==> config.mk <==
export PLATFORM = sky130hd
export DESIGN_NAME = multicycle_controller
export DESIGN_NICKNAME = d
export VERILOG_FILES = /design/src/rtl/multicycle_controller.sv
export SDC_FILE = /design/constraint.sdc
export NUM_CORES = 1
export LEC_CHECK = 0
export CORE_ASPECT_RATIO = 1.25
export CORE_MARGIN = 5
export CORE_UTILIZATION = 38
export DETAILED_ROUTE_END_ITERATION = 8
export GPL_ROUTABILITY_DRIVEN = 0
export PLACE_DENSITY_LB_ADDON = 0.25
export SYNTH_ARGS = -nofsm -noshare
export SYNTH_HDL_FRONTEND = slang
export SYNTH_SLANG_ARGS = --single-unit
==> constraint.sdc <==
create_clock -name clk -period 2.43 [get_ports clk]
set_input_delay 0.486 -clock clk [delete_from_list [all_inputs] [get_ports clk]]
set_output_delay 0.486 -clock clk [all_outputs]
set_load 0.1 [all_outputs]
==> src/rtl/multicycle_controller.sv <==
// Moore control FSM for the multicycle MIPS datapath: sequences the shared ALU,
// the unified memory port and the register file, and decodes the ALU operation.
module multicycle_controller (
  input  logic       clk,
  input  logic       reset,
  input  logic [5:0] op,
  input  logic [5:0] funct,
  input  logic       zero,
  input  logic       mem_ready,
  output logic       pcen,
  output logic       iord,
  output logic       memwrite,
  output logic       irwrite,
  output logic       regwrite,
  output logic       memtoreg,
  output logic       regdst,
  output logic       alusrca,
  output logic [1:0] alusrcb,
  output logic [1:0] pcsrc,
  output logic [2:0] alucontrol,
  output logic       illegal,
  output logic [3:0] state
);

  typedef enum logic [3:0] {
    S_FETCH   = 4'd0,
    S_DECODE  = 4'd1,
    S_MEMADR  = 4'd2,
    S_MEMRD   = 4'd3,
    S_MEMWB   = 4'd4,
    S_MEMWR   = 4'd5,
    S_RTYPEEX = 4'd6,
    S_RTYPEWB = 4'd7,
    S_BEQEX   = 4'd8,
    S_ADDIEX  = 4'd9,
    S_ADDIWB  = 4'd10,
    S_JEX     = 4'd11
  } state_t;

  localparam logic [5:0] OP_LW    = 6'b100011;
  localparam logic [5:0] OP_SW    = 6'b101011;
  localparam logic [5:0] OP_RTYPE = 6'b000000;
  localparam logic [5:0] OP_BEQ   = 6'b000100;
  localparam logic [5:0] OP_ADDI  = 6'b001000;
  localparam logic [5:0] OP_J     = 6'b000010;

  state_t     state_reg, state_next;
  logic       pcwrite, branch;
  logic       irwrite_raw, memwrite_raw, regwrite_raw;
  logic [1:0] aluop;

  always_ff @(posedge clk or negedge reset) begin
    if (!reset) state_reg <= S_FETCH;
    else        state_reg <= state_next;
  end

  always_comb begin
    state_next   = S_FETCH;
    pcwrite      = 1'b0;
    branch       = 1'b0;
    iord         = 1'b0;
    memwrite_raw = 1'b0;
    irwrite_raw  = 1'b0;
    regwrite_raw = 1'b0;
    memtoreg     = 1'b0;
    regdst       = 1'b0;
    alusrca      = 1'b0;
    alusrcb      = 2'b00;
    pcsrc        = 2'b00;
    aluop        = 2'b00;
    illegal      = 1'b0;
    case (state_reg)
      S_FETCH: begin
        alusrcb     = 2'b01;
        irwrite_raw = mem_ready;
        pcwrite     = mem_ready;
        state_next  = mem_ready ? S_DECODE : S_FETCH;
      end
      S_DECODE: begin
        alusrcb = 2'b11;
        case (op)
          OP_LW, OP_SW: state_next = S_MEMADR;
          OP_RTYPE:     state_next = S_RTYPEEX;
          OP_BEQ:       state_next = S_BEQEX;
          OP_ADDI:      state_next = S_ADDIEX;
          OP_J:         state_next = S_JEX;
          default: begin
            state_next = S_FETCH;
            illegal    = 1'b1;
          end
        endcase
      end
      S_MEMADR: begin
        alusrca    = 1'b1;
        alusrcb    = 2'b10;
        state_next = (op == OP_LW) ? S_MEMRD : S_MEMWR;
      end
      S_MEMRD: begin
        iord       = 1'b1;
        state_next = mem_ready ? S_MEMWB : S_MEMRD;
      end
      S_MEMWB: begin
        memtoreg     = 1'b1;
        regwrite_raw = 1'b1;
      end
      S_MEMWR: begin
        iord         = 1'b1;
        memwrite_raw = 1'b1;
        state_next   = mem_ready ? S_FETCH : S_MEMWR;
      end
      S_RTYPEEX: begin
        alusrca    = 1'b1;
        aluop      = 2'b10;
        state_next = S_RTYPEWB;
      end
      S_RTYPEWB: begin
        regdst       = 1'b1;
        regwrite_raw = 1'b1;
      end
      S_BEQEX: begin
        alusrca = 1'b1;
        aluop   = 2'b01;
        pcsrc   = 2'b01;
        branch  = 1'b1;
      end
      S_ADDIEX: begin
        alusrca    = 1'b1;
        alusrcb    = 2'b10;
        state_next = S_ADDIWB;
      end
      S_ADDIWB: regwrite_raw = 1'b1;
      S_JEX: begin
        pcsrc   = 2'b10;
        pcwrite = 1'b1;
      end
      default: state_next = S_FETCH;
    endcase
  end

  always_comb begin
    alucontrol = 3'b010;
    case (aluop)
      2'b01: alucontrol = 3'b110;
      2'b10: begin
        case (funct)
          6'b100010: alucontrol = 3'b110;
          6'b100100: alucontrol = 3'b000;
          6'b100101: alucontrol = 3'b001;
          6'b101010: alucontrol = 3'b111;
          default:   alucontrol = 3'b010;
        endcase
      end
      default: alucontrol = 3'b010;
    endcase
  end

  // Write strobes are gated by reset so an aborted instruction leaves no side effects.
  assign pcen     = (pcwrite | (branch & zero)) & reset;
  assign irwrite  = irwrite_raw & reset;
  assign memwrite = memwrite_raw & reset;
  assign regwrite = regwrite_raw & reset;
  assign state    = state_reg;

endmodule

==> flow_metrics.env <==
export IMPL_status="finished clean"
export IMPL_grt_max_degree=18
export IMPL_max_stage_delay_ns=0.48
export IMPL_num_vias=941
export IMPL_synth_top_area_share_pct=15.41
export IMPL_p_leak_nw=0.5336
export IMPL_avgViaCountPerCell=5.994
export IMPL_synth_compound_area_share_pct=22.16
export IMPL_grt_pass1_vias=915
export IMPL_dr_pass1_iters=4
export IMPL_synth_adder_area_share_pct=3.854
export IMPL_die_w_um=46.98
export IMPL_power_density_nw_per_um2=609.2
export IMPL_wirelength_mm=2.647
export IMPL_dp_hpwl_mm=1.930
export IMPL_min_period_over_period_pct=99.20
export IMPL_htreeDepth=1
export IMPL_power_switching_mw=0.4851
export IMPL_synth_fp_nets=113
export IMPL_coreArea_um2=1602
export IMPL_clkSinkCount=4
export IMPL_grt_overflow_total=0
export IMPL_port_buffers=35
export IMPL_wl_per_cell_um=16.86
export IMPL_hp_class="in2async"
export IMPL_grt_use_total_pct=20.09
export IMPL_cts_root_buf="clkbuf_4"
export IMPL_worst_path_dominant_cell_family="simple AND/OR/NAND/NOR gates"
export IMPL_async_flop_share_pct=100.0
export IMPL_drive_above_1_share_pct=44.60
export IMPL_synth_ff_latch_count=4
export IMPL_cts_tree="yes"
export IMPL_grt_pass1_wl_mm=3.891
export IMPL_cp_cell_sequence="and2b_2 > nand2_2 > inv_2 > ha_4 > nor4bb_4 > nand3_1 > o21ai_2 > buf_12"
export IMPL_reg2reg_slack_ns=0.85
export IMPL_worstReg2RegStart="state[3]"
export IMPL_worstSetupEndpointType="primary output"
export IMPL_power_share_clock_pct=10.0
export IMPL_clock_path_buffers=2
export IMPL_synth_flop_cell="dfrtp_1"
export IMPL_synth_xor_area_share_pct=2.697
export IMPL_rows=16
export IMPL_ys_top_cells_by_area="dfrtp_1 (15%), nor2_1 (6.9%), nor3_1 (6.2%), nand2b_1 (4.8%), nand2_1 (4.6%)"
export IMPL_stdcell_count=157
export IMPL_crit_arrival_ns=1.92
export IMPL_power_mw=0.8445
export IMPL_post_route_drc_count=0
export IMPL_hold_viol=0
export IMPL_netlist_top_cell_by_area="dfrtp_1"
export IMPL_reg2reg_to="state[1]"
export IMPL_slew_violations=0
export IMPL_setup_violations=0
export IMPL_r2r_cells=4
export IMPL_p_int_mw=0.3594
export IMPL_initial_utilization_pct=40.55
export IMPL_yosysMostFrequentCell="nor2_1"
export IMPL_yosysSeqAreaShare_pct=15.41
export IMPL_cts_buffers_inserted=3
export IMPL_drv_cap=0
export IMPL_largest_register_ffs=4
export IMPL_areaGrowthSynthToFinish_pct=113.5
export IMPL_fmax_mhz=414.8
export IMPL_synthTopCellsByCount="nor2_1 (12), nand2_1 (8), nor3_1 (8)"
export IMPL_ys_warn_count=0
export IMPL_netlist_area_um2=649.4
export IMPL_final_net_count=159
export IMPL_peakVddDrop_uv=583.7
export IMPL_clock_latency_ns=0.24
export IMPL_antennaDiodeCount=0
export IMPL_postRouteAntennaNets=0
export IMPL_ys_types=35
export IMPL_combPwrFrac_pct=78.7
export IMPL_synth_edf_count=0
export IMPL_layout_min_cycle_time_ns=2.411
export IMPL_muxShareOfSynthArea_pct=0
export IMPL_synth_top_family_by_area="simple AND/OR/NAND/NOR gates"
export IMPL_boundaryPins=36
export IMPL_rsz0062_at_grt="yes"
export IMPL_syn_avg_cell_area_um2=6.836
export IMPL_worstSetupPathType="reg2out"
export IMPL_drt_iter0_markers=26
export IMPL_synth_cells=95
export IMPL_critPathMaxFanout=4
export IMPL_max_slew_worst_pin_slew_ns=0.4856
export IMPL_antenna_found_initial=0
export IMPL_chipHeight_um=56.22
export IMPL_power_frac_seq_pct=11.3
export IMPL_dp_cells=151
export IMPL_switching_share_pct=57.45
export IMPL_slew_headroom_pct=67.33
export IMPL_yosys_area_share_simple_pct=48.55
export IMPL_worstPathRequired_ns=1.94
export IMPL_cp_start_kind="flip-flop"
export IMPL_fin_tns_setup_ns=0
export IMPL_crit_buf_inv=2
export IMPL_die_area_um2=2641
export IMPL_clock_skew_final_ns=0.0008085
export IMPL_clk_pin_slew_ns=0.04
export IMPL_crit_slowest_cell="dfrtp_4"
## worst max-delay path by stage
| stage | depth (start not counted) | to | slack [ns] | startpoint |
|---|---|---|---|---|
| finish | 8 | alucontrol[0] | 0.02 | state[0] |
| global route | 8 | alucontrol[0] | -0.09 | state[0] |
| CTS | 5 | pcen | 0.04 | state[1] |
| detailed placement | 5 | illegal | 0.008 | op[2] |
| global placement | 5 | illegal | 0.07 | op[2] |
| floorplan | 7 | alucontrol[0] | -0.24 | state[0] |
## per-stage QoR
stage | cell area (um^2) | hold slack (ns) | worst slack (ns) | utilization, %
after floorplan | 799.5 | 0.1904 | -0.2415 | -
after global routing | 1386 | 0.5084 | -0.09401 | 86.56
after CTS | 1359 | 0.5107 | 0.04350 | 84.84
after detailed placement | 1323 | 0.7179 | 0.007514 | 82.58
final | 1386 | 0.5137 | 0.01948 | 86.56
after global placement | 1323 | 0.7071 | 0.07288 | 82.58
## cell families after synthesis
| logic type | Yosys count |
|---|---|
| AOI/OAI and AO/OA | 20 |
| adders and majority gates | 2 |
| and+or+nand+nor | 58 |
| xor gates and xnor gates | 2 |
| DFF | 4 |
| buffers and inverters | 9 |
## power by group through the flow
stage | Clock [mW] | Sequential (mW) | Combinational, mW
after floorplan | 0 | 0.161 | 0.389
final | 0.0845 | 0.0950 | 0.665
after CTS | 0.0867 | 0.0942 | 0.652
after global placement | 0 | 0.0934 | 0.639
after global routing | 0.0933 | 0.0960 | 0.690
after detailed placement | 0 | 0.0940 | 0.646
## layout by cell type (no fill, tap or decap), types with 2 or more instances in the layout
cell and instances:
buf_4 17, clkdlybuf4s50_1 15, buf_12 15, nor2_1 8
nand2_1 6, nand3_1 5, nor3_1 4, nand4_1 4
nand2b_1 4, dfrtp_4 4, and3_1 3, nor2_2 3
nor2b_1 3, o211ai_1 3, nor3_4 3, clkbuf_4 3
xor2_1 2, inv_2 2, o21ai_2 2, a21oi_1 2
o21a_1 2, o31ai_1 2
## metal layers
metal	GRT usage, %	vias up	routed length, um
met3	4.207	16	142
met1	19.38	433	876
met2	34.37	54	1492
met5	0	-	0
met4	15.02	0	135
li1	-	438	-
## timing repair
| item | in CTS | in global routing |
|---|---|---|
| endpoints found under the setup margin | 4 | 4 |
| hold buffers | 0 | 0 |
| pin swaps | 1 | 5 |
| resized for setup | 2 | 3 |
| buffers inserted | 1 | 2 |
## final cells by class
type,instances,area [um^2]
Timing Repair Buffer,47,578.1
Fill cell,84,215.2
Inverter,3,11.26
Tap cell,18,22.52
Clock buffer,3,22.52
Sequential cell,4,115.1
Multi-Input combinational cell,82,636.9
Note: power is estimated with default switching activity, not from simulation.
